`src/rtl/reverse_stream_unit_pkg.sv`:
```
// Shared types for the reverse stream unit: per-word reorder modes and
// the output buffer occupancy states.
package reverse_stream_unit_pkg;

    // Reordering applied to a word as it enters the unit
    typedef enum logic [1:0] {
        MODE_PASS     = 2'b00,
        MODE_BITREV   = 2'b01,
        MODE_BYTESWAP = 2'b10,
        MODE_HWSWAP   = 2'b11
    } mode_e;

    // Occupancy of the 2-entry output buffer
    typedef enum logic [1:0] {
        ST_EMPTY = 2'b00,
        ST_ONE   = 2'b01,
        ST_FULL  = 2'b10
    } state_e;

endpackage

```
`src/rtl/reverse_stream_unit_bit_permute_core.sv`:
```
// Purely combinational word reordering: pass, bit reverse, byte swap or
// halfword swap. WIDTH must be a multiple of 16.
module bit_permute_core
    import reverse_stream_unit_pkg::*;
#(
    parameter int WIDTH = 32
) (
    input  logic [WIDTH-1:0] in,
    input  logic [1:0]       mode,
    output logic [WIDTH-1:0] out
);

    localparam int NBYTES = WIDTH / 8;
    localparam int NHALFS = WIDTH / 16;

    logic [WIDTH-1:0] bitrev;
    logic [WIDTH-1:0] byteswap;
    logic [WIDTH-1:0] hwswap;

    // Bit i takes bit WIDTH-1-i
    for (genvar i = 0; i < WIDTH; i++) begin : g_bitrev
        assign bitrev[i] = in[WIDTH-1-i];
    end

    // Byte k moves to byte NBYTES-1-k
    for (genvar k = 0; k < NBYTES; k++) begin : g_byteswap
        assign byteswap[8*k +: 8] = in[8*(NBYTES-1-k) +: 8];
    end

    // Halfword k moves to halfword NHALFS-1-k
    for (genvar k = 0; k < NHALFS; k++) begin : g_hwswap
        assign hwswap[16*k +: 16] = in[16*(NHALFS-1-k) +: 16];
    end

    // Select the reordering requested for this word
    always_comb begin
        // NOTE: out gets a default before the case so no path leaves it unassigned (no latch).
        out = in;
        case (mode)
            MODE_PASS:     out = in;
            MODE_BITREV:   out = bitrev;
            MODE_BYTESWAP: out = byteswap;
            MODE_HWSWAP:   out = hwswap;
            default:       out = in;
        endcase
    end

endmodule

```
`src/rtl/reverse_stream_unit.sv`:
```
// Registered reordering stage with valid/ready handshakes on both sides,
// a 2-entry output buffer for full throughput under backpressure, and a
// wrapping count of completed output transfers.
module reverse_stream_unit
    import reverse_stream_unit_pkg::*;
#(
    parameter int WIDTH = 32,
    parameter int CNT_W = 16
) (
    input  logic             clk,
    input  logic             rst,
    input  logic [WIDTH-1:0] in_data,
    input  logic [1:0]       in_mode,
    input  logic             in_valid,
    output logic             in_ready,
    output logic [WIDTH-1:0] out_data,
    output logic             out_valid,
    input  logic             out_ready,
    output logic [CNT_W-1:0] xfer_count
);

    state_e           state;
    state_e           state_nxt;
    logic [WIDTH-1:0] head_q;   // oldest entry, always presented on out_data
    logic [WIDTH-1:0] tail_q;   // second entry, valid only in ST_FULL
    logic [WIDTH-1:0] xform;
    logic [CNT_W-1:0] cnt_q;
    logic             push;
    logic             pop;

    bit_permute_core #(
        .WIDTH (WIDTH)
    ) u_permute (
        .in   (in_data),
        .mode (in_mode),
        .out  (xform)
    );

    // Handshake flags come from registered state only, so in_ready has no
    // combinational path from out_ready.
    assign in_ready   = (state != ST_FULL);
    assign out_valid  = (state != ST_EMPTY);
    assign push       = in_valid & in_ready;
    assign pop        = out_valid & out_ready;
    assign out_data   = head_q;
    assign xfer_count = cnt_q;

    // Occupancy next-state from push/pop
    always_comb begin
        state_nxt = state;
        case (state)
            ST_EMPTY: if (push) state_nxt = ST_ONE;
            ST_ONE: begin
                if (push && !pop)      state_nxt = ST_FULL;
                else if (pop && !push) state_nxt = ST_EMPTY;
            end
            ST_FULL:  if (pop) state_nxt = ST_ONE;
            default:  state_nxt = ST_EMPTY;
        endcase
    end

    // Occupancy state register
    always_ff @(posedge clk or posedge rst) begin
        // NOTE: clocked state uses <= so every register samples pre-edge values.
        if (rst) state <= ST_EMPTY;
        else     state <= state_nxt;
    end

    // Buffer entries: fill head first, spill to tail, shift tail up on pop
    always_ff @(posedge clk or posedge rst) begin
        // NOTE: the entries are reset because out_data must read zero after reset.
        if (rst) begin
            head_q <= '0;
            tail_q <= '0;
        end else begin
            case (state)
                ST_EMPTY: if (push) head_q <= xform;
                ST_ONE: begin
                    if (push && pop) head_q <= xform;
                    else if (push)   tail_q <= xform;
                end
                ST_FULL:  if (pop) head_q <= tail_q;
                default: ;
            endcase
        end
    end

    // Completed-transfer counter, wraps naturally at 2^CNT_W
    always_ff @(posedge clk or posedge rst) begin
        if (rst)      cnt_q <= '0;
        else if (pop) cnt_q <= cnt_q + 1'b1;
    end

endmodule

```
`config.mk`:
```
export PLATFORM = sky130hd
export DESIGN_NAME = reverse_stream_unit
export DESIGN_NICKNAME = d
export VERILOG_FILES = /design/src/rtl/reverse_stream_unit_pkg.sv /design/src/rtl/reverse_stream_unit_bit_permute_core.sv /design/src/rtl/reverse_stream_unit.sv
export SDC_FILE = /design/constraint.sdc
export NUM_CORES = 1
export LEC_CHECK = 0
export BUFFER_PORTS_ARGS = -buffer_cell sky130_fd_sc_hd__buf_2
export CAP_MARGIN = 10
export CORE_MARGIN = 1.5
export CORE_UTILIZATION = 50
export DETAILED_ROUTE_END_ITERATION = 12
export PLACE_DENSITY_LB_ADDON = 0.05
export SYNTH_ARGS = -nofsm -noshare
export SYNTH_HDL_FRONTEND = slang
export SYNTH_SLANG_ARGS = --single-unit
```
`constraint.sdc`:
```
create_clock -name clk -period 3.2 [get_ports clk]
set_input_delay 0.48 -clock clk [delete_from_list [all_inputs] [get_ports clk]]
set_output_delay 0.48 -clock clk [all_outputs]
set_load 0.05 [all_outputs]
```
==> results.json <==
{
  "layout_common_cells": "buf_2 (87), dfrtp_1 (82), o21ai_0 (54), nand2_1 (39), nor2_1 (36)",
  "fin_total_pwr_mw": 5.04,
  "min_period_over_period_pct": 74.5,
  "ys_seq_elements": 82,
  "fmax_mhz": 419,
  "ir_drop_mv": 0.447,
  "placed_area_um2": 4740,
  "gr-total-overflow": 0,
  "cts-resized-gates": 0,
  "hpwl_mm": 6.70,
  "syn-num-nets": 400,
  "layout.cells.non_filler": 551,
  "tightest_slew_ns": 0.801,
  "post_cts_buffers": 0,
  "path_clk_slew_ns": 0.10,
  "die_h_um": 95.5,
  "grt_pass1_vias": 3017,
  "drv_slew": 0,
  "cts.sinks": 82,
  "grt_pass1_wl_mm": 15.6,
  "critPathCaptureType": "flop",
  "crit_type": "reg2reg",
  "core_area_um2": 8260,
  "cp_max_fo": 25,
  "critPathLaunch": "state[0]",
  "finalSetupViolCount": 0,
  "firstDrtPassIters": 4,
  "ioPinCount": 88,
  "ant_nets": 0,
  "postCtsHoldBufs": 0,
  "timing.hold.ws_ns": 0.233,
  "maxSlewHeadroom_pct": 46.6,
  "r2r-start": "state[0]",
  "antenna_found_initial": 0,
  "grt_max_degree": 46,
  "finalHoldViolCount": 0,
  "drtIter0Drc": 103,
  "diodes": 0,
  "wl_per_cell_um": 17.6,
  "yosysWarnings": 0,
  "dp_cells": 534,
  "outcome": "finished clean",
  "clk_latency_ns": 0.36,
  "required_ns": 3.48,
  "cap_viol_max_count": 0,
  "wirelength_mm": 9.69,
  "syn_area_um2": 4280,
  "cts_tree": "yes",
  "ys_seq_area_share_pct": 48.0,
  "clockBufferDepth": 2,
  "start_util_pct": 51.8,
  "fin_area_um2": 5010,
  "hold_class": "in2async",
  "gp_congestion": 0.819,
  "dp_slack_ns": 0.582,
  "synthToLayoutAreaGrowth_pct": 17.2,
  "drc": 0,
  "wl_met1_mm": 4.62,
  "viasPerCell": 5.68,
  "portBuffers": 87,
  "drive_gt1_share_pct": 40.6,
  "rsz0062_at_grt": "false",
  "postSynthAreaPerCell_um2": 11.9,
  "fin_util_pct": 60.7,
  "fin_ws_ns": 0.816,
  "grtUsageTotal_pct": 23.1,
  "final.setup.tns_ns": 0,
  "dieArea_um2": 9120,
  "skew_ns": 0.0139,
  "top_layer": "met4",
  "layout.nets": 482,
  "final_common_cell": "buf_2",
  "cts_max_level": 3,
  "root_buffer": "clkbuf_8",
  "row_count": 33,
  "route.met3.wl_um": 498,
  "ys_types": 32,
  "cts_made_buffers": 9,
  "min_period_ns": 2.38,
  "p_per_area_nw_per_um2": 1000,
  "arrival_ns": 2.66,
  "cp-start-kind": "flop",
  "p_leak_nw": 2.30,
  "via_count": 3129,
  "dr_wl_met2_mm": 4.39,
  "die_x_um": 95.5,
  "postSynthCellCount": 359
}
==> synthesized netlist by cell type (all sizes together) <==
cell,instances,area share (%)
nor2,36,3.2
nand3b,2,0.35
nand2,39,3.4
nand3,5,0.58
o22ai,1,0.15
and4,1,0.20
clkbuf,9,0.82
ha,3,0.88
xnor2,12,2.5
nand4,5,0.73
xor2,3,0.61
nor2b,1,0.15
o21a,1,0.18
or2,1,0.15
mux2i,2,0.47
dfrtp,82,48
and2,1,0.15
and3,2,0.29
inv,4,0.35
buf,17,3.4
nor3,1,0.12
o21ai,67,8.0
mux4,32,17
mux2,32,8.4
==> routing by layer <==
metal	vias up	global-route usage, %
met5	-	0
li1	1461	-
met1	1573	34.0
met3	13	5.10
met2	82	33.4
met4	0	9.31
==> power breakdown <==
group | leakage, nW | switching, mW | internal, mW
Combinational | 1.16 | 1.58 | 0.746
Clock | 0.127 | 0.400 | 0.543
Sequential | 1.01 | 0.273 | 1.49
==> layout make-up <==
type	instances	area, um^2
fill	718	3240
clock buffer	10	138
inverter	4	16.3
timing repair buffer	97	531
clock inverter	6	113
tap	105	131
multi-input combinational	247	2030
sequential	82	2050
==> kinds of logic (layout without fill, tap and decap cells) <==
logic type               after synthesis  in the layout  synth area share, %
AND/OR/NAND/NOR                       94             94                 9.30
flip-flops                            82             82                 48.0
AO/OA/AOI/OAI                         69             69                 8.33
multiplexers                          66             66                 25.9
buffers and inverters                 30            117                 4.56
XOR/XNOR                              15             15                 3.07
adder cells (fa/ha/maj)                3              3                0.877
==> flip-flops by register name, indices dropped and copies added (netlist names) <==
signal and cells:
state 2, tail_q 32, xfer_count 16, out_data 32
==> path summary, 6_finish.rpt <==
check | endpoint | slack (ns) | cells after the start
worst max-delay path | out_data[13] | 0.82 | 8
worst min-delay path | out_data[10] | 0.23 | 2
worst max register to register | out_data[13] | 0.82 | 8
worst min register to register | xfer_count[15] | 0.47 | 1
max in group asynchronous | tail_q[4] | 2.21 | 3
min in group clk | state[1] | 0.38 | 2
==> critical path: stages, from the launching register on <==
cell	delay, ns
dfrtp_1	0.48
o21ai_2	0.31
inv_1	0.15
ha_1	0.22
mux2i_1	0.22
o21a_1	0.34
buf_4	0.36
nand2_1	0.10
o21ai_1	0.09
Power figures use the tool's default switching activity.
